### src/rtl/regfile_read_arbiter.sv
// regfile_read_arbiter
//   Shares one combinational register-file read port between two requesters
//   (A and B) using round-robin arbitration. The read result lands in a
//   one-entry response buffer one cycle after the grant.
//
// Ports
//   clock, ctrl_reset                     : clock, synchronous active-high reset
//   req_a_valid/req_a_reg/req_a_ready     : requester A read handshake
//   req_b_valid/req_b_reg/req_b_ready     : requester B read handshake
//   ctrl_readReg / data_readReg           : regfile read address / read data
//   ctrl_writeEnable/ctrl_writeReg/
//   data_writeReg                         : snoop of the regfile write port
//   rsp_valid/rsp_id/rsp_reg/rsp_data/
//   rsp_ready                             : response handshake (rsp_id 0=A, 1=B)
//
// Configuration
//   REGFILE_ARB_BYPASS_EN : when defined, a same-cycle write to the granted
//                           (nonzero) register is forwarded into the response.
//                           When undefined, the pre-write read data is used.

module regfile_read_arbiter (
    input  logic        clock,
    input  logic        ctrl_reset,

    input  logic        req_a_valid,
    input  logic [4:0]  req_a_reg,
    output logic        req_a_ready,

    input  logic        req_b_valid,
    input  logic [4:0]  req_b_reg,
    output logic        req_b_ready,

    output logic [4:0]  ctrl_readReg,
    input  logic [31:0] data_readReg,

    input  logic        ctrl_writeEnable,
    input  logic [4:0]  ctrl_writeReg,
    input  logic [31:0] data_writeReg,

    output logic        rsp_valid,
    output logic        rsp_id,
    output logic [4:0]  rsp_reg,
    output logic [31:0] rsp_data,
    input  logic        rsp_ready
);

    typedef enum logic {
        EMPTY = 1'b0,
        FULL  = 1'b1
    } state_e;

    state_e      state_q, state_d;
    logic        last_q;            // last granted requester: 0=A, 1=B
    logic        rsp_id_q;
    logic [4:0]  rsp_reg_q;
    logic [31:0] rsp_data_q;

    logic        slot_free;
    logic        grant;
    logic        grant_b;
    logic [4:0]  grant_reg;
    logic [31:0] grant_data;

    // The buffer can accept a new entry when it is empty or is being drained
    // in this same cycle, which gives back-to-back responses.
    assign slot_free = (state_q == EMPTY) || rsp_ready;

    always_comb begin
        grant      = 1'b0;
        grant_b    = 1'b0;
        grant_reg  = '0;
        grant_data = '0;
        state_d    = state_q;

        if (!ctrl_reset && slot_free && (req_a_valid || req_b_valid)) begin
            grant = 1'b1;
            // B wins when it is the only requester, or on a tie when A was
            // granted last.
            grant_b   = req_b_valid && (!req_a_valid || !last_q);
            grant_reg = grant_b ? req_b_reg : req_a_reg;
        end

        if (grant_reg != 5'd0) begin
`ifdef REGFILE_ARB_BYPASS_EN
            if (ctrl_writeEnable && (ctrl_writeReg == grant_reg))
                grant_data = data_writeReg;
            else
                grant_data = data_readReg;
`else
            grant_data = data_readReg;
`endif
        end

        case (state_q)
            EMPTY:   if (grant) state_d = FULL;
            FULL:    if (rsp_ready && !grant) state_d = EMPTY;
            default: state_d = EMPTY;
        endcase
    end

`ifndef REGFILE_ARB_BYPASS_EN
    // Write-snoop ports have no function in this build.
    logic unused_snoop;
    assign unused_snoop = ^{ctrl_writeEnable, ctrl_writeReg, data_writeReg};
`endif

    always_ff @(posedge clock) begin
        if (ctrl_reset) begin
            state_q    <= EMPTY;
            last_q     <= 1'b1;
            rsp_id_q   <= 1'b0;
            rsp_reg_q  <= '0;
            rsp_data_q <= '0;
        end else begin
            state_q <= state_d;
            if (grant) begin
                last_q     <= grant_b;
                rsp_id_q   <= grant_b;
                rsp_reg_q  <= grant_reg;
                rsp_data_q <= grant_data;
            end
        end
    end

    assign req_a_ready  = grant && !grant_b;
    assign req_b_ready  = grant &&  grant_b;
    assign ctrl_readReg = grant_reg;

    assign rsp_valid = (state_q == FULL);
    assign rsp_id    = rsp_id_q;
    assign rsp_reg   = rsp_reg_q;
    assign rsp_data  = rsp_data_q;

endmodule

### config.mk
export PLATFORM = sky130hd
export DESIGN_NAME = regfile_read_arbiter
export DESIGN_NICKNAME = d
export VERILOG_FILES = /design/src/rtl/regfile_read_arbiter.sv
export SDC_FILE = /design/constraint.sdc
export NUM_CORES = 1
export LEC_CHECK = 0
export CELL_PAD_IN_SITES_DETAIL_PLACEMENT = 0
export CELL_PAD_IN_SITES_GLOBAL_PLACEMENT = 1
export CORE_AREA = 2 2 93 95
export CTS_BUF_LIST = sky130_fd_sc_hd__clkbuf_4 sky130_fd_sc_hd__clkbuf_8
export DETAILED_ROUTE_END_ITERATION = 12
export DIE_AREA = 0 0 95 97
export PLACE_DENSITY_LB_ADDON = 0.1
export REMOVE_ABC_BUFFERS = 1
export SLEW_MARGIN = 15
export SYNTH_ARGS = -nofsm -noshare
export SYNTH_HDL_FRONTEND = slang
export SYNTH_SLANG_ARGS = --single-unit
### constraint.sdc
create_clock -name clock -period 1.55 [get_ports clock]
set_clock_uncertainty 0.05 [all_clocks]
set_input_delay 0.2325 -clock clock [delete_from_list [all_inputs] [get_ports clock]]
set_output_delay 0.2325 -clock clock [all_outputs]
set_load 0.05 [all_outputs]
==> metrics, run 1 <==
status finished with violations; failing checks negative setup slack; drt wl/cell 17.0 microns; Max Clock Freq 584 MHz; Final Hold Fails 0; final count of negative-setup-slack endpoints 39; layout cells sized above 1 0.394; flops & latches, synth 40; first-pass GRT wire length 10300 microns; Core Region 0.00813 sq mm; Die Area 0.00922 sq mm; R2R Setup Slk -0.13 ns; setup TNS -4.97 ns; delay-heaviest family, CP flip-flops; Gate Count Post-Synth 168; vias after detailed routing 1873; Initial Utilization 0.219; routability-driven placement congestion ratio 0.723; Leakage 1.33 nW; Max FO, Critical Path 5; Critical-path top delay cell dfxtp_2; minimum hold slack 0.421 ns; initial antenna violation count 0; total CTS buffers 5; FP Rows 33; final net count 361; Routed Antenna Nets 0; final worst-path setup slack -0.164 ns; mean post-synth cell area 10.6 sq um; Reg2Reg Depth 6; 1st-iter DRT viols 64; chip height 97 microns; DRC viols 0; crit path DAT 1.43 ns; power per cell area 905 mW/mm^2; largest net degree at the start of global routing 33; WP data required 1.27 ns; DRT Wirelength 6490 microns; Slew Limit Fails 0; area of the multi-input gates 977 sq um; I/O Buffers 92; total track usage 0.143; fin crit period 1.71 ns; clk_lat worst skew 0.28 ns; worst rel slew slack 0.821; final-layout fill cell count 829; RSZ-0062 raised after global routing true; vias in the first global route 1988; crit path launch type flop; CTS Root Cell clkbuf_8; H-tree depth 2; yosys warns 0; n_diodes 0; Die X 95 microns; Tightest Pin Transition 0.268 ns; TritonRoute pass-1 iters 6; Setup CP Type reg2out; post-route cell area 0.00330 sq mm; Util after Layout 0.405; DR vias/cell 4.90; Max-Cap Viols 0; pre-CTS setup slack -0.587 ns; post-synthesis sequential area ratio 0.449; Worst-path clk slew 0.08 ns; CTS tree built; worst hold stages 1; CTS Buffer Depth 2; hold_buf cts 0; HPWL Detailed 4080 microns; critical-path cell list a21boi_4 > buf_8 > mux2i_4 > nor2_2 > buf_12; worst hold path type reg2reg; part of the cycle the worst path needs 1.11; P&R area growth vs syn 85.0%; Clock Sinks 40; GRT overflow 0; post-place instance area 0.00292 sq mm; Crit. path cell count 5; Ports 131; peak supply drop 0.000542 V; WP buf/inv 2; worst stage delay on the critical path 0.34 ns; Setup crit end kind output port; FF+latch area 802 sq um; number of flip-flops in the largest register 32; Mapped Area 0.00178 sq mm; Netlist cell types 23
==> power breakdown <==
part           internal [mW]  switching (mW)
sequential              1.11          0.0455
clock                  0.495           0.363
combinational          0.439           0.532
total                   2.04           0.940
==> kinds of logic after synthesis <==
family,Yosys count,synth area share
DFF,40,0.449
AOI/OAI and AO/OA,48,0.242
muxes,5,0.0281
and+or+nand+nor,50,0.208
buffers and inverters,25,0.0723
==> area by class of cell <==
| class | instances | area share |
|---|---|---|
| inverters | 1 | 0.00114 |
| clock inverters | 2 | 0.0106 |
| clock buffers | 6 | 0.0232 |
| flip-flops and latches | 40 | 0.243 |
| multi-input cells | 103 | 0.297 |
| well taps | 105 | 0.0399 |
| repair buffers | 125 | 0.385 |
==> cell usage after synthesis <==
master,number,share of area
o31a_1,1,0.0049
a211oi_1,5,0.021
nand3_1,2,0.0056
a211o_1,1,0.0049
or3_1,1,0.0035
a21boi_1,1,0.0042
nand2b_1,1,0.0035
or2_1,1,0.0035
inv_1,1,0.0021
a21oi_1,2,0.0056
nor2_1,9,0.019
buf_2,4,0.011
or4_1,1,0.0042
o21a_1,1,0.0042
nor3_1,1,0.0028
a32o_1,32,0.18
and4_1,33,0.16
nor2b_1,1,0.0035
buf_6,4,0.025
mux2i_1,5,0.028
dfxtp_1,40,0.45
clkbuf_1,16,0.034
a31oi_1,5,0.018
==> worst reg2reg max path: cells and delay by family (launching register included) <==
kind / cells / cell delay, ns
buf+inv: 3 / 0.42
compound gates: 2 / 0.28
flops: 1 / 0.36
simple gates: 1 / 0.47
==> worst paths after layout <==
check,to,start
setup / recovery,ctrl_readReg[2],last_q$_SDFFE_PP1P_
setup reg to reg,rsp_data[19]$_SDFFE_PP0P_,last_q$_SDFFE_PP1P_
hold / removal,rsp_data[31]$_SDFFE_PP0P_,rsp_data[31]$_SDFFE_PP0P_
hold reg to reg,rsp_data[31]$_SDFFE_PP0P_,rsp_data[31]$_SDFFE_PP0P_
==> stage by stage <==
stage | power [mW] | std cells
2_1_floorplan | 1.64 | 144
5_1_grt | 3.11 | 382
4_1_cts | 3.03 | 382
6_report | 2.98 | 382
3_5_place_dp | 2.07 | 363
3_3_place_gp | 2.07 | 363
==> routing by layer <==
layer	global-route usage	vias to the layer above	wire length (microns)	share of wire
li1	-	903	-	-
met1	0.182	891	2880	0.44
met2	0.227	69	2970	0.46
met3	0.0467	10	534	0.082
met4	0.0457	0	107	0.016
met5	0	-	0	0
==> layout by cell type, fill, tap and decap left out, types with 2 or more instances in the layout <==
cell type         n
a211oi_1          5
dlygate4sd2_1     2
clkdlybuf4s50_1  40
buf_12           12
nor2_1            3
buf_4            62
dfxtp_1          39
nor2_2            6
mux2i_4           5
clkbuf_8          5
buf_16            3
a32o_1           32
buf_6             3
and4_1           32
a31oi_1           5
==> timing repair <==
| item | 4_1_cts | 5_1_grt |
|---|---|---|
| pin swaps | 4 | 3 |
| gates cloned | 4 | 0 |
| setup endpoints to repair | 39 | 40 |
| setup buffers | 7 | 1 |
| resized for setup | 52 | 1 |
No activity file was read; power rests on OpenSTA's default activity.
==> run 2, diff against run 1 <==
--- a/config.mk
+++ b/config.mk
@@ -5,7 +5,7 @@
 export SDC_FILE = /design/constraint.sdc
 export NUM_CORES = 1
 export LEC_CHECK = 0
-export CELL_PAD_IN_SITES_DETAIL_PLACEMENT = 0
+export CELL_PAD_IN_SITES_DETAIL_PLACEMENT = 1
 export CELL_PAD_IN_SITES_GLOBAL_PLACEMENT = 1
 export CORE_AREA = 2 2 93 95
 export CTS_BUF_LIST = sky130_fd_sc_hd__clkbuf_4 sky130_fd_sc_hd__clkbuf_8
==> run 2 against run 1 <==
Net effect:
- the flow still finishes with violations (negative setup slack)
- first-iteration DRC count decreased by 4.7%
- hold slack got worse by 0.0067 ns
- via count increased by 2.6%
- global-route usage increased by 0.55 points
- final cell count increased by 1.6%
- worst setup slack got worse by 0.024 ns
- critical path depth unchanged
- count of clock-buffer cells in the layout unchanged
- combinational power increased by 4%
- largest cell class unchanged
==> metrics, run 2 (synthesis gave the netlist of run 1 again) <==
status finished with violations; failing checks negative setup slack; total CTS buffers 5 (unchanged); power per cell area 892 mW/mm^2 (-1.4%); clk_lat worst skew 0.29 ns (about the same); met3 GRT Util 0.0537 (+0.00701); vias after detailed routing 1921 (+2.6%); commonest non-fill, non-tap cell in the layout buf_4; commonest non-fill, non-tap cells in the layout 64 x buf_4, 39 x clkdlybuf4s50_1, 39 x dfxtp_1, 32 x and4_1, 32 x a32o_1; H-tree depth 2 (unchanged); Core Region 0.00813 sq mm (unchanged); GR peak layer met2; drt wl/cell 17.4 microns (+2.3%); r2r endpoint rsp_data[26]$_SDFFE_PP0P_; Setup CP Type reg2out; Max-Cap Viols 0 (unchanged); routability-driven placement congestion ratio 0.723 (unchanged); number of flip-flops in the largest register 32 (unchanged); final worst-path setup slack -0.187 ns (-0.0236 ns); Util after Layout 0.416 (+0.0105); n_diodes 0 (unchanged); met1 Use GR 0.183 (+0.000918); FF+latch area 802 sq um (unchanged); GRT overflow 0 (unchanged); met2 Use GR 0.245 (+0.0185); WP data required 1.27 ns (about the same); DRT Wirelength 6740 microns (+3.9%); Leakage 1.38 nW (+4.0%); worst rel slew slack 0.819 (-0.00186); Worst-path clk slew 0.08 ns (about the same); Clock Sinks 40 (unchanged); 1st-iter DRT viols 61 (-4.7%); DR vias/cell 4.95 (+0.98%); area of the multi-input gates 996 sq um (+1.9%); Max FO, Critical Path 5 (unchanged); TritonRoute pass-1 iters 4 (-2); worst hold path type in2reg; peak supply drop 0.000452 V (-17%); CTS tree built; Tightest Pin Transition 0.271 ns (+0.00279 ns); DRC viols 0 (unchanged); final-layout fill cell count 875 (+5.5%); crit path DAT 1.45 ns (+0.02 ns); Slew Limit Fails 0 (unchanged); hold_sp req_b_valid; crit path launch type flop; layout cells sized above 1 0.417 (+0.0235); final net count 367 (+1.7%); P&R area growth vs syn 89.7%; CTS Root Cell clkbuf_8; final count of negative-setup-slack endpoints 39 (unchanged); FP Rows 33 (unchanged); hold path endpoint rsp_valid$_SDFF_PP0_; HPWL Detailed 4290 microns (+5.2%); Die Area 0.00922 sq mm (unchanged); vias in the first global route 2008 (+1.0%); Initial Utilization 0.219 (unchanged); Reg2Reg Depth 6 (unchanged); largest net degree at the start of global routing 33 (unchanged); chip height 97 microns (unchanged); worst hold stages 3 (+2); I/O Buffers 92 (unchanged); total track usage 0.148 (+0.00545); minimum hold slack 0.415 ns (-0.00670 ns); Max Clock Freq 576 MHz (-1.4%); Setup crit end kind output port; RSZ-0062 raised after global routing true; initial antenna violation count 0 (unchanged); fin crit period 1.74 ns (+0.0236 ns); Die X 95 microns (unchanged); R2R Setup Slk -0.15 ns (-0.02 ns); first-pass GRT wire length 10700 microns (+3.8%); part of the cycle the worst path needs 1.12 (+0.0152); CTS Buffer Depth 2 (unchanged); Routed Antenna Nets 0 (unchanged); hold_buf cts 0 (unchanged); Final Hold Fails 0 (unchanged); reg-to-reg startpoint last_q$_SDFFE_PP1P_; Power Total 3.02 mW (+1.2%); Ports 131 (unchanged)
==> run 2: per-layer routing <==
metal  share of wire  vias to the layer above
li1                -                      917
met1            0.43                      943
met2            0.48                       57
met3           0.082                        4
met4          0.0074                        0
met5               0                        -
==> run 2: critical path, stage by stage, from the launching register on <==
cell,delay [ns]
dfxtp_2,0.34
a21boi_4,0.16
buf_8,0.18
mux2i_4,0.26
nor2_2,0.07
buf_12,0.15
==> run 2: worst max-delay path by stage <==
| stage | start | to | depth (start not counted) | slack, ns |
|---|---|---|---|---|
| finish | last_q$_SDFFE_PP1P_ | ctrl_readReg[3] | 5 | -0.19 |
| global route | last_q$_SDFFE_PP1P_ | ctrl_readReg[3] | 5 | -0.27 |
| CTS | last_q$_SDFFE_PP1P_ | ctrl_readReg[4] | 5 | -0.18 |
| detailed placement | req_a_reg[3] | rsp_data[19]$_SDFFE_PP0P_ | 5 | -0.61 |
| global placement | req_a_reg[2] | rsp_data[18]$_SDFFE_PP0P_ | 5 | -0.56 |
| floorplan | rsp_valid$_SDFF_PP0_ | rsp_data[0]$_SDFFE_PP0P_ | 3 | -1.31 |
==> run 2: stage by stage <==
step | TNS, ns | std cells | setup WS [ns] | instance area [sq um]
after global placement | -22.19 | 363 | -0.563 | 2920
after floorplan | -49.50 | 144 | -1.31 | 1660
after global routing | -7.70 | 388 | -0.267 | 3380
after detailed placement | -23.31 | 363 | -0.608 | 2920
final | -5.48 | 388 | -0.187 | 3380
after CTS | -4.80 | 383 | -0.176 | 3310
==> run 2: where the power goes <==
part | internal, mW | switching, mW | leakage, nW
Combinational | 0.462 | 0.543 | 0.990
Clock | 0.496 | 0.364 | 0.0586
Sequential | 1.11 | 0.0458 | 0.330
==> run 2: final cells by class <==
type	instances	area share
clock buffer	6	0.0226
clock inverter	2	0.0104
inverter	1	0.00111
multi-input combinational	103	0.295
sequential	40	0.237
tap	105	0.0389
timing repair buffer	131	0.395
==> run 2: what timing repair did <==
action	in CTS	in global routing
hold endpoints to repair	0	0
pin swaps	4	6
cloned	4	0
setup endpoints to repair	39	40
resized for setup	55	10
buffers inserted	8	6
